==> src/rtl/pipe_stage_reg.sv <==
`default_nettype none
// ============================================================================
// pipe_stage_reg : generic pipeline stage register, optional 2-entry skid buffer
// Rev 1.0
// ============================================================================
module pipe_stage_reg #(
  parameter int CTRL_W = 4,
  parameter int DATA_W = 101,
  parameter int SKID   = 0
) (
  input  logic              clk,
  input  logic              rst_n,
  input  logic              i_stall,
  input  logic              i_flush,
  input  logic              i_in_valid,
  output logic              o_in_ready,
  input  logic [CTRL_W-1:0] i_in_ctrl,
  input  logic [DATA_W-1:0] i_in_data,
  output logic              o_out_valid,
  input  logic              i_out_ready,
  output logic [CTRL_W-1:0] o_out_ctrl,
  output logic [DATA_W-1:0] o_out_data,
  output logic [1:0]        o_count
);

  typedef enum logic [1:0] {
    ST_EMPTY = 2'd0,
    ST_ONE   = 2'd1,
    ST_TWO   = 2'd2
  } state_t;

  state_t              r_state;
  logic [CTRL_W-1:0]   r_main_ctrl;
  logic [DATA_W-1:0]   r_main_data;
  logic [CTRL_W-1:0]   w_skid_ctrl;
  logic [DATA_W-1:0]   w_skid_data;
  logic                w_accept;
  logic                w_take;

  assign o_out_valid = !i_stall && (r_state != ST_EMPTY);
  assign w_accept    = i_in_valid && o_in_ready;
  assign w_take      = o_out_valid && i_out_ready;
  assign o_out_ctrl  = o_out_valid ? r_main_ctrl : '0;
  assign o_out_data  = r_main_data;
  assign o_count     = r_state;

  generate
    if (SKID != 0) begin : g_skid
      logic [CTRL_W-1:0] r_skid_ctrl;
      logic [DATA_W-1:0] r_skid_data;
      logic              w_skid_load;

      // Ready comes only from the state flop, isolating OUT_READY from IN_READY.
      assign o_in_ready  = !i_stall && (r_state != ST_TWO);
      assign w_skid_load = (r_state == ST_ONE) && w_accept && !w_take;

      always_ff @(posedge clk or negedge rst_n) begin
        if (!rst_n) begin
          r_skid_ctrl <= '0;
          r_skid_data <= '0;
        end else if (i_flush) begin
          r_skid_ctrl <= '0;
        end else if (w_skid_load) begin
          r_skid_ctrl <= i_in_ctrl;
          r_skid_data <= i_in_data;
        end
      end

      assign w_skid_ctrl = r_skid_ctrl;
      assign w_skid_data = r_skid_data;
    end else begin : g_single
      assign o_in_ready  = !i_stall && ((r_state == ST_EMPTY) || i_out_ready);
      assign w_skid_ctrl = '0;
      assign w_skid_data = '0;
    end
  endgenerate

  always_ff @(posedge clk or negedge rst_n) begin
    if (!rst_n) begin
      r_state     <= ST_EMPTY;
      r_main_ctrl <= '0;
      r_main_data <= '0;
    end else if (i_flush) begin
      // Data is left in place; only the control field is squashed.
      r_state     <= ST_EMPTY;
      r_main_ctrl <= '0;
    end else begin
      case (r_state)
        ST_EMPTY: begin
          if (w_accept) begin
            r_state     <= ST_ONE;
            r_main_ctrl <= i_in_ctrl;
            r_main_data <= i_in_data;
          end
        end
        ST_ONE: begin
          if (w_accept && w_take) begin
            r_main_ctrl <= i_in_ctrl;
            r_main_data <= i_in_data;
          end else if (w_accept && (SKID != 0)) begin
            r_state <= ST_TWO;
          end else if (w_take) begin
            r_state <= ST_EMPTY;
          end
        end
        ST_TWO: begin
          if (w_take) begin
            r_state     <= ST_ONE;
            r_main_ctrl <= w_skid_ctrl;
            r_main_data <= w_skid_data;
          end
        end
        default: r_state <= ST_EMPTY;
      endcase
    end
  end

endmodule
`default_nettype wire

==> config.mk <==
export PLATFORM = sky130hd
export DESIGN_NAME = pipe_stage_reg
export DESIGN_NICKNAME = d
export VERILOG_FILES = /design/src/rtl/pipe_stage_reg.sv
export SDC_FILE = /design/constraint.sdc
export NUM_CORES = 1
export LEC_CHECK = 0
export CORE_MARGIN = 1.5
export CORE_UTILIZATION = 25
export CTS_BUF_LIST = sky130_fd_sc_hd__clkbuf_8
export DETAILED_ROUTE_END_ITERATION = 10
export GPL_ROUTABILITY_DRIVEN = 0
export PLACE_DENSITY = 0.57
export SLEW_MARGIN = 20
export SYNTH_ARGS = -nofsm -noshare
export SYNTH_HDL_FRONTEND = slang
export SYNTH_SLANG_ARGS = --single-unit
==> constraint.sdc <==
create_clock -name clk -period 3.2 [get_ports clk]
set_clock_uncertainty 0.05 [all_clocks]
set_input_delay 0.32 -clock clk [delete_from_list [all_inputs] [get_ports clk]]
set_output_delay 0.32 -clock clk [all_outputs]
set_load 0.03 [all_outputs]
### Word level (Yosys, flattened, before mapping)

Index checks and enable logic that the tools add are counted.

* bits in registers: 107
* input bits: 111
* word-level logic and storage cells: 44

* equality and inequality tests: 10
* multiplexer cells: 16
* bitwise logic cells: 1
* reduce and logical (&&, ||, !) cells: 14

Operators with widths (number)
* two-way mux 101 bit: 3
* case mux 101 bit (3 select lines): 1
* two-way mux 4 bit: 5
* != test 3 bit (second input constant): 5
* case mux 4 bit (3 select lines): 1
* two-way mux 2 bit: 5
* AND reduction 4 bit: 2
* != test 2 bit (second input constant): 3
* case mux 2 bit (3 select lines): 1
* logical AND 1 bit: 5
* AND reduction 5 bit: 1
* nonzero test 4 bit: 1
* nonzero test 3 bit: 1
* equality test 2 x 1 -> 1 bit (second input constant): 1
* equality test 2 bit (second input constant): 1
* zero test 2 bit: 1
* nonzero test 2 bit: 1
* zero test 1 bit: 1
* logical OR 1 bit: 1
* inverter 1 bit: 1

### Longest topological paths before layout

Gate-level depths: netlist of run 1.

* depth after elaboration: 8
* depth in mapped cells: 6
* depth with buffers taken out: 3

### Least setup slack after synthesis of run 1

No wires, ideal clock.

* path type: reg-to-output
* start point: register r_state[0] (netlist: o_count[0])
* end point: output o_out_ctrl[0]
* arrival time: 1.523 ns
* data required time: 2.830 ns
* slack: 1.307 ns
* stages on the path, launching flop included: 3
* path buffers: 0
* path through: dfrtp_1 nor2b_1 and2_1

* cells in the longest elaborated chain, start to end: 3

Ends and longest elaborated chain
* start: declaration: line 32 `state_t r_state;`
* start signal: assignment: line 80 `r_state <= ST_EMPTY;`
* start signal: assignment: line 85 `r_state <= ST_EMPTY;`
* start signal: assignment: line 91 `r_state <= ST_ONE;`
* nonzero test 2 bit: line 40 `assign o_out_valid = !i_stall && (r_state != ST_EMPTY);`
* logical AND 1 bit: line 40
* named net o_out_valid: line 19 `output logic o_out_valid,`
* two-way mux 4 bit: line 43 `assign o_out_ctrl = o_out_valid ? r_main_ctrl : '0;`
* end: declaration: line 21 `output logic [CTRL_W-1:0] o_out_ctrl,`

The timed path passes the listed nets, and every way through them passes these cells.

### Worst setup path in the final report of run 1

* start point: register r_state[0] (netlist: o_count[0])
* end point: output o_out_ctrl[3]

* cells in the longest elaborated chain, start to end: 3

Ends and longest elaborated chain (line)
* nonzero test 2 bit: 40
* logical AND 1 bit: 40
* two-way mux 4 bit: 43

Every way passes these cells.

==> results of run 1 <==
-- through the flow --
stage / util [%] / area [sq um] / std cells
floorplan: - / 4200 / 239
global placement: 40.1 / 6600 / 667
detailed placement: 40.1 / 6600 / 667
CTS: 41.2 / 6790 / 684
global route: 41.2 / 6790 / 684
finish: 41.2 / 6790 / 684
-- state kept, by name (all words and copies together) (netlist names) --
register     count
o_count          1
r_main_ctrl      4
o_out_data     101
-- synth_stat cells (all sizes together) --
cell / instances
o21ai: 1
nor2b: 1
buf: 13
and2: 4
conb: 1
inv: 2
nand2: 1
and4bb: 1
a22o: 4
a21oi: 2
dfrtp: 106
nand2b: 1
mux2: 101
a31oi: 1
-- final cells by class --
class / instances / area, sq um
clock inverter: 6 / 41.3
inverter: 2 / 7.51
tap: 220 / 275
multi-input combinational: 118 / 1430
sequential: 106 / 2650
clock buffer: 10 / 138
timing repair buffer: 222 / 2250
fill: 1528 / 9670
-- placed cells by master (no fill, tap or decap), types with 3 or more instances in the layout --
cell | netlist | routed
inv_1 | 2 | 3
mux2_4 | 46 | 46
mux2_2 | 55 | 55
buf_12 | 0 | 3
dfrtp_1 | 106 | 106
and2_1 | 4 | 4
clkdlybuf4s50_1 | 0 | 217
clkbuf_8 | 0 | 10
a22o_1 | 4 | 4
-- power breakdown --
group / switching, W / leakage [nW] / internal, W / total (W)
logic: 0.000818 / 1.46 / 0.000833 / 0.00165
registers: 0.000144 / 1.26 / 0.00160 / 0.00175
clock network: 0.000475 / 0.0905 / 0.000306 / 0.000782
-- worst reg2reg max path, cell delays in order, from the launching register on --
cell and delay, ns:
dfrtp_1 0.43, nand2b_1 0.11, and4bb_4 0.51, buf_12 0.35, mux2_2 0.42
-- kinds of logic (layout without fill, tap and decap cells) --
logic type / after synthesis / count (layout) / share of synthesized area, %
mux: 101 / 101 / 31.2
simple gates: 8 / 8 / 1.28
other cells: 1 / 1 / 0.0894
compound gates: 8 / 8 / 1.34
buf+inv: 15 / 240 / 2.83
flops: 106 / 106 / 63.2
-- how the worst min path moves through the flow --
stage	depth (start not counted)	slack, ns	endpoint
6_report	1	0.46	r_main_ctrl[3]
3_3_place_gp	1	0.40	o_out_data[63]
4_1_cts	2	0.44	o_count[0]
5_1_grt	2	0.45	o_count[0]
2_1_floorplan	0	-0.03	o_count[0]
3_5_place_dp	1	0.42	o_out_data[64]
-- per-layer routing --
metal	vias to the layer above	routed length (um)	track usage [%]
li1	1268	-	-
met1	1388	4520	14.9
met2	145	4880	20.0
met3	16	1020	5.75
met4	0	213	4.88
met5	-	0	0
==> summary.md, run 1 <==
| Metric | Value |
|---|---|
| Outcome | finished clean |
| Reg-to-reg slack, setup | 1.22 ns |
| Vias per Instance | ~4.1 |
| Sum of buffers and inverters on the critical path | 1 |
| Number of synthesized register bits | ~110 |
| Hold Fails Final Rpt | 0 |
| CTS H-tree depth | 3 |
| Initial core utilization | ~25% |
| CTS buffer count | 9 |
| Hold buffers post-CTS | 1 |
| Avg WL per Cell | approximately 16 um |
| CTS tree | built |
| Startpoint Class | flip-flop |
| Crit path depth | 3 |
| Register area share after synthesis | 63.2% |
| Port Buf Inserts | between 200 and 250 |
| Pleak | about 2.8 nW |
| Final setup viols | 0 |
| Width of the die | between 100 and 150 um |
| Final wirelength | between 10 and 15 mm |
| Gr usage total | 12.6% |
| DP HPWL | about 7.6 mm |
| CP startpoint | o_count[0] |
| Crit path capture | o_out_ctrl[3] |
| Share of cells above drive strength 1 | 26.1% |
| Via count | between 2000 and 3000 |
| Core Rows | 47 |
| Clock Path Buffers | 2 |
| Area Growth Syn to Fin | 61.9% |
| Full die area | 17600 sq um |
| IO Pins | 220 |
| Global route overflow | 0 |
| Crit Reg-Reg Startpoint | o_count[0] |
| CORE AREA | roughly 16000 sq um |
| # nets final | 570 |
| Post-Syn Area | ~4200 sq um |
| Main area contributors after synthesis | dfrtp_1 63%, mux2_4 16%, mux2_2 15% |
| Warnings, synthesis | 0 |
| VDD IR max | about 250 uV |
| Pwr dens | a little over 600 nW/um^2 |
| Post-Syn Instances | around 240 |
| Post-route DRC | 0 |
| N_diodes | 0 |
| RSZ-0062 raised after global routing | no |
| Setup ws final | 0.850 ns |
| Initial antenna violation count | 0 |
| Worst hold path class | flip-flop to flip-flop |
| Relative slew margins | 47.3% |
| Yosys cell types | 17 |
| Hold_ws | 0.462 ns |
| Crit path DAT | 1.98 ns |
| Initial DRC Count | 58 |
| CP peak stage delay | around 0.67 ns |
| Root buf cell | clkbuf_8 |
| Highest net fanout along the worst path | 5 |
| Syn_area_per_cell | between 15 and 20 sq um |
| Post-synth top area share | a little over three fifths |
| Vias in the first global route | approximately 3200 |
| CP Capture Type | output port |
| Period utilization | 73.4% |
| Crit-path cells | nor2b_1 > and2_1 > clkdlybuf4s50_1 |
| Fmax | approximately 0.43 GHz |
| Die height | 133 um |
| Pre-Repair DR Iteration Count | 4 |
| Capture point of the worst reg-to-reg path | o_out_data[26] |
| Area leader, netlist | dfrtp_1 |
| CP delay by family, top | buffers and inverters |
| R2R depth | 4 |
| Fin. max-slew vios | 0 |
| Post-CTS repair timing setup buffer count | 0 |
| Worst-margin pin slew | just under 0.8 ns |
| Min Tclk post-route | between 2 and 2.5 ns |
| Pre-CTS setup slack | approximately 0.84 ns |
| Largest net degree at the start of global routing | 60 |
| Post-CTS sizing | 0 |
| Required time of the critical path | approximately 2.8 ns |
| Clock-pin slew on the worst setup and hold paths | ~0.1 ns |
| First-pass GRT wire length | 17.2 mm |
| Clk_lat worst skew | between 0.3 and 0.4 ns |
| Max cap viols | 0 |
| Overall Power | ~0.0042 W |
| Post-synth net total | 350 |
| CTS Sinks | approximately 110 |
| Hold Crit Start | r_main_ctrl[3] |
| Critical path class | flip-flop to output port |
| Setup TNS Final | 0 ns |
| Slowest cell on the critical path | clkdlybuf4s50_1 |
| ANT nets after route | 0 |
(Power assumes the default switching activity.)
==> run 2, diff against run 1 <==
Clock period 3.2 ns to 2.3 ns, I/O delays scaled along.
==> run 2 against run 1 <==
Effect of this change: cell count up 1.0%; global-route usage down 0.23 points; sequential power up 39%; power up 48%; clock power up 88%; sequential share of layout area down 0.91 points; combinational power up 39%; routed wire length down 1.6%; die area unchanged; critical path depth up 1; via count up 0.89%; hold slack worse by 0.11 ns; largest cell class unchanged; critical path type unchanged.
==> summary.md, run 2 (synthesized netlist as in run 1, its figures left out) <==
| Metric | Value |
|---|---|
| Multi-input combinational cell area | 1430 sq um (unchanged) |
| Reg power frac | 39.2% (-2.6 points) |
| Placed cell area | 6690 sq um (+1.3%) |
| Setup TNS Final | 0 ns (unchanged) |
| Fmax | between 0.4 and 0.5 GHz |
| NetSw | 0.00197 W (+37%) |
| Final wirelength | 10.5 mm (-1.6%) |
| First-pass GRT wire length | 16.9 mm (-2.0%) |
| Startpoint Class | flip-flop |
| Flip-flop count of the largest register after layout | 101 (unchanged) |
| Global route overflow | 0 (unchanged) |
| Initial core utilization | 25.5% (unchanged) |
| Via count | 2842 (+0.89%) |
| CP startpoint | o_count[0] |
| CTS Sinks | 106 (unchanged) |
| Clock-pin slew on the worst setup and hold paths | 0.10 ns (about the same) |
| Relative slew margins | 58.7% (+11 points) |
| Area Growth Syn to Fin | 65.7% |
| Reg-to-reg slack, setup | 0.56 ns (-0.66 ns) |
| Min Tclk post-route | 2.16 ns |
| Int Pwr | 0.00422 W (+54%) |
| Worst-margin pin slew | 0.620 ns (-0.170 ns) |
| Vias in the first global route | 3163 (+0.032%) |
| Crit Reg-Reg Startpoint | o_count[0] |
| Capture point of the worst reg-to-reg path | o_out_data[28] |
| Share of cells above drive strength 1 | 27.2% (+1.1 points) |
| Most frequent cells in the layout | 217 x clkdlybuf4s50_1, 106 x dfrtp_1, 55 x mux2_2 |
| Setup ws final | 0.145 ns (-0.705 ns) |
| Largest net degree at the start of global routing | 48 (-20%) |
| Pwr dens | 891 nW/um^2 (+45%) |
| N_diodes | 0 (unchanged) |
| Vias per Instance | 4.11 (-0.13%) |
| Initial DRC Count | 29 (-50%) |
| VDD IR max | 335 uV (+32%) |
| DP HPWL | 7.73 mm (+1.1%) |
| Hold Fails Final Rpt | 0 (unchanged) |
| Root buf cell | clkbuf_8 |
| Avg WL per Cell | 15.1 um (-2.6%) |
| Post-route DRC | 0 (unchanged) |
| # nets final | 578 (+1.4%) |
| Pre-Repair DR Iteration Count | 4 (unchanged) |
| Period utilization | between 90 and 100% |
| Crit path DAT | 1.88 ns (-0.10 ns) |
| Final Util | 42.2% (+0.98 points) |
| Gr usage total | 12.3% (-0.23 points) |
| Final setup viols | 0 (unchanged) |
| Crit-path cells | nor2b_1 > buf_4 > and2_1 > clkdlybuf4s50_1 |
| CP peak stage delay | 0.67 ns (about the same) |
| Clk_lat worst skew | 0.37 ns (about the same) |
| Clock Path Buffers | 2 (unchanged) |
| CTS buffer count | 9 (unchanged) |
| Outcome | finished clean |
| IO Pins | 220 (unchanged) |
| Die height | 133 um (unchanged) |
| Worst hold path class | input pin to async pin |
| Full die area | 17600 sq um (unchanged) |
| Highest net fanout along the worst path | 5 (unchanged) |
| Post-route design area | 6950 sq um (+2.4%) |
| Max cap viols | 0 (unchanged) |
| CTS H-tree depth | 3 (unchanged) |
| Pre-CTS setup slack | 0.244 ns (-0.592 ns) |
| Most common cell after layout, fill and taps aside | clkdlybuf4s50_1 |
| Port Buf Inserts | 218 (unchanged) |
| R2R depth | 5 (+1) |
| Initial antenna violation count | 0 (unchanged) |
| ANT nets after route | 0 (unchanged) |
| CTS tree | built |
| CORE AREA | 16500 sq um (unchanged) |
| Fin. max-slew vios | 0 (unchanged) |
| Switch share | 31.8% (-2.5 points) |
| Filler cells | 1500 (-1.8%) |
| Width of the die | 133 um (unchanged) |
| Core Rows | 47 (unchanged) |
| CP Capture Type | output port |
| Clock network power share | 23.7% (+5.0 points) |
| CP delay by family, top | buffers and inverters |
| Pleak | 2.90 nW (+3.0%) |
| FF/Latch Area | 2650 sq um (unchanged) |
| Required time of the critical path | 2.02 ns (-0.81 ns) |
| Logic pwr share | 37.2% (-2.3 points) |
| RSZ-0062 raised after global routing | no |
| Sum of buffers and inverters on the critical path | 2 (+1) |
| Slowest cell on the critical path | clkdlybuf4s50_1 |
| Critical path class | flip-flop to output port |
| Post-CTS repair timing setup buffer count | 0 (unchanged) |
## run 2: cell count changes in the layout (fill, tap and decap cells not counted), sizes merged
cell / previous run / this run
inv: 5 / 3
clkinvlp: 2 / 1
bufinv: 0 / 4
buf: 4 / 12
clkinv: 1 / 0
clkbuf: 10 / 9
## run 2: layout make-up
type | count | share of cell area (%)
Clock buffer | 9 | 1.78
Sequential cell | 106 | 38.2
Timing Repair Buffer | 230 | 33.6
Tap cell | 220 | 3.96
Multi-Input combinational cell | 118 | 20.5
Clock inverter | 6 | 1.89
Inverter | 2 | 0.108
## run 2: stage by stage
stage          hold slack, ns  power (W)  cells
2_1_floorplan          -0.116    0.00367    239
3_3_place_gp            0.234    0.00476    675
3_5_place_dp            0.236    0.00479    675
4_1_cts                 0.346    0.00629    691
5_1_grt                 0.380    0.00650    691
6_report                0.350    0.00620    691
## run 2: timing repair
action,in CTS,in global routing
resized for setup,0,0
endpoints found under the hold margin,43,0
hold buffers,1,0
## run 2: how the worst max path moves through the flow
stage	endpoint	slack, ns	depth (start not counted)
floorplan	o_out_ctrl[0]	0.50	2
global placement	o_out_ctrl[2]	0.24	5
global route	o_out_ctrl[3]	0.02	4
detailed placement	o_out_ctrl[3]	0.24	5
CTS	o_out_ctrl[3]	0.09	4
finish	o_out_ctrl[3]	0.14	4
## run 2: power by group through the flow
stage | clock (W) | combinational, W | sequential, W
after global routing | 0.00160 | 0.00241 | 0.00248
after CTS | 0.00153 | 0.00233 | 0.00244
after detailed placement | 0 | 0.00232 | 0.00246
after floorplan | 0 | 0.000483 | 0.00319
final | 0.00147 | 0.00230 | 0.00243
after global placement | 0 | 0.00231 | 0.00245
## run 2: per-layer routing
metal  wire length, um  vias to the layer above  track usage [%]
met5                 0                        -                0
met4               194                        0             5.31
met3               914                       12             4.33
met2              4850                      137             20.2
met1              4510                     1400             14.8
li1                  -                     1293                -
==> run 3, diff against run 2 <==
Settings changed: GPL_TIMING_DRIVEN from default to 0.
==> run 3 against run 2 <==
Effect of this change: first-iteration DRC count is 72% higher; sequential share of layout area is 0.30 points higher; register-to-register slack better by 0.02 ns; utilization is 0.33 points lower; power is 5.4% lower; non-clock buffer count is 3 higher; sequential power hardly changed; largest power group unchanged; die area stayed put; fmax is 4.2% higher; sequential cell count stayed put; critical endpoint is now o_out_valid; cell count is 0.43% higher; cell area is 0.79% lower.
==> summary.md, run 3 (synthesized netlist as in run 1, its figures left out) <==
| Metric | Value |
|---|---|
| Outcome | finished clean |
| Placed insts | 678 (+0.44%) |
| Critical path class | flip-flop to output port |
| DP HPWL | 7.70 mm (-0.45%) |
| CORE AREA | 16500 sq um (unchanged) |
| # nets final | 581 (+0.52%) |
| Placed cell area | 6680 sq um (about the same) |
| CTS buffer count | 9 (unchanged) |
| Share of cells above drive strength 1 | 27.6% (+0.46 points) |
| Hold Fails Final Rpt | 0 (unchanged) |
| Area Growth Syn to Fin | 64.4% |
| Fin. max-slew vios | 0 (unchanged) |
| Period utilization | 89.9% (-3.8 points) |
| Clock Path Buffers | 2 (unchanged) |
| Root buf cell | clkbuf_8 |
| IO Pins | 220 (unchanged) |
| Initial antenna violation count | 0 (unchanged) |
| CTS Sinks | 106 (unchanged) |
| Layout Cells excl Fill | 694 (+0.43%) |
| Port Buf Inserts | 218 (unchanged) |
| Avg WL per Cell | 14.9 um (-1.5%) |
| RSZ-0062 raised after global routing | no |
| First-pass GRT wire length | 16.8 mm (-0.37%) |
| Most frequent cells in the layout | 213 x clkdlybuf4s50_1, 106 x dfrtp_1, 55 x mux2_2 |
| Gr usage total | 12.2% (-0.13 points) |
| CTS H-tree depth | 3 (unchanged) |
| Max cap viols | 0 (unchanged) |
| Post-route DRC | 0 (unchanged) |
| Startpoint Class | flip-flop |
| Initial core utilization | 25.5% (unchanged) |
| Clock-pin slew on the worst setup and hold paths | 0.10 ns (about the same) |
| Final setup viols | 0 (unchanged) |
| Worst hold path class | input pin to async pin |
| VDD IR max | 511 uV (+52%) |
| Post-CTS repair timing setup buffer count | 0 (unchanged) |
| Vias in the first global route | 3082 (-2.6%) |
| Global route overflow | 0 (unchanged) |
| Largest net degree at the start of global routing | 78 (+63%) |
| Required time of the critical path | 2.02 ns (about the same) |
| Pre-Repair DR Iteration Count | 4 (unchanged) |
| Min Tclk post-route | 2.07 ns (-0.0869 ns) |
| Highest net fanout along the worst path | 5 (unchanged) |
| Crit path DAT | 1.79 ns (-0.09 ns) |
| Setup TNS Final | 0 ns (unchanged) |
| Via count | 2842 (unchanged) |
| Post-route design area | 6900 sq um (-0.79%) |
| Filler cells | 1549 (+3.3%) |
| Core Rows | 47 (unchanged) |
| Pwr dens | 849 nW/um^2 (-4.7%) |
| N_diodes | 0 (unchanged) |
| Final wirelength | 10.4 mm (-1.1%) |
| ANT nets after route | 0 (unchanged) |
| Clk_lat worst skew | 0.36 ns (about the same) |
| Die height | 133 um (unchanged) |
| CP Capture Type | output port |
| Vias per Instance | 4.10 (-0.43%) |
| Width of the die | 133 um (unchanged) |
| Pleak | 2.97 nW (+2.3%) |
| CTS tree | built |
| Full die area | 17600 sq um (unchanged) |
| Fmax | 0.483 GHz (+4.2%) |
| Most common cell after layout, fill and taps aside | clkdlybuf4s50_1 |
| Flip-flop count of the largest register after layout | 101 (unchanged) |
| Initial DRC Count | 50 (+72%) |
run 3: through the flow:
| stage | hold slack [ns] | total power [W] | setup slack [ns] | util [%] |
|---|---|---|---|---|
| 6_report | 0.246 | 0.00586 | 0.232 | 41.9 |
| 5_1_grt | 0.241 | 0.00615 | 0.0682 | 41.9 |
| 4_1_cts | 0.217 | 0.00598 | 0.0354 | 41.8 |
| 3_5_place_dp | 0.0744 | 0.00477 | 0.0683 | 40.6 |
| 3_3_place_gp | 0.426 | 0.00475 | -3.12 | 40.4 |
| 2_1_floorplan | -0.116 | 0.00367 | 0.497 | - |
run 3: critical path, stage by stage, from the launching register on:
cell,delay (ns)
dfrtp_1,0.42
nor2b_2,0.28
clkdlybuf4s50_1,0.73
run 3: path summary, 6_finish.rpt:
| check | start | to | slack, ns | cells past startpoint |
|---|---|---|---|---|
| hold reg to reg | r_main_ctrl[3] | r_main_ctrl[3] | 0.45 | 1 |
| min in group clk | i_flush | o_count[0] | 0.41 | 2 |
| max in group asynchronous | rst_n | o_out_data[82] | 1.30 | 3 |
| setup / recovery | o_count[0] | o_out_valid | 0.23 | 2 |
| hold / removal | rst_n | o_out_data[68] | 0.25 | 2 |
| setup reg to reg | o_count[0] | o_out_data[41] | 0.58 | 6 |
run 3: layout make-up:
cell class	instances	area, sq um	share of cell area (%)
Buffer	13	111	1.61
Clock buffer	10	138	2.00
Clock inverter	5	56.3	0.816
Inverter	2	7.51	0.109
Multi-Input combinational cell	118	1430	20.7
Sequential cell	106	2650	38.5
Tap cell	220	275	3.99
Timing Repair Buffer	220	2230	32.3
run 3: per-layer routing:
layer	routed length (um)	part of all wire, %	GRT usage, %
met1	4420	43	15.0
met2	4830	47	19.2
met3	954	9.2	5.40
met4	150	1.4	4.03
met5	0	0	0
run 3: what timing repair did:
| action | 4_1_cts | 5_1_grt |
|---|---|---|
| hold buffers | 1 | 0 |
| resized for setup | 1 | 4 |
| endpoints found under the hold margin | 29 | 0 |
| cloned | 0 | 0 |
| setup endpoints to repair | 4 | 4 |
run 3: report_power, final:
part / switching, W / leakage, nW / internal, W
Combinational: 0.00113 / 1.60 / 0.00117
Sequential: 0.000196 / 1.26 / 0.00223
Clock: 0.000612 / 0.104 / 0.000526
Total: 0.00194 / 2.97 / 0.00392
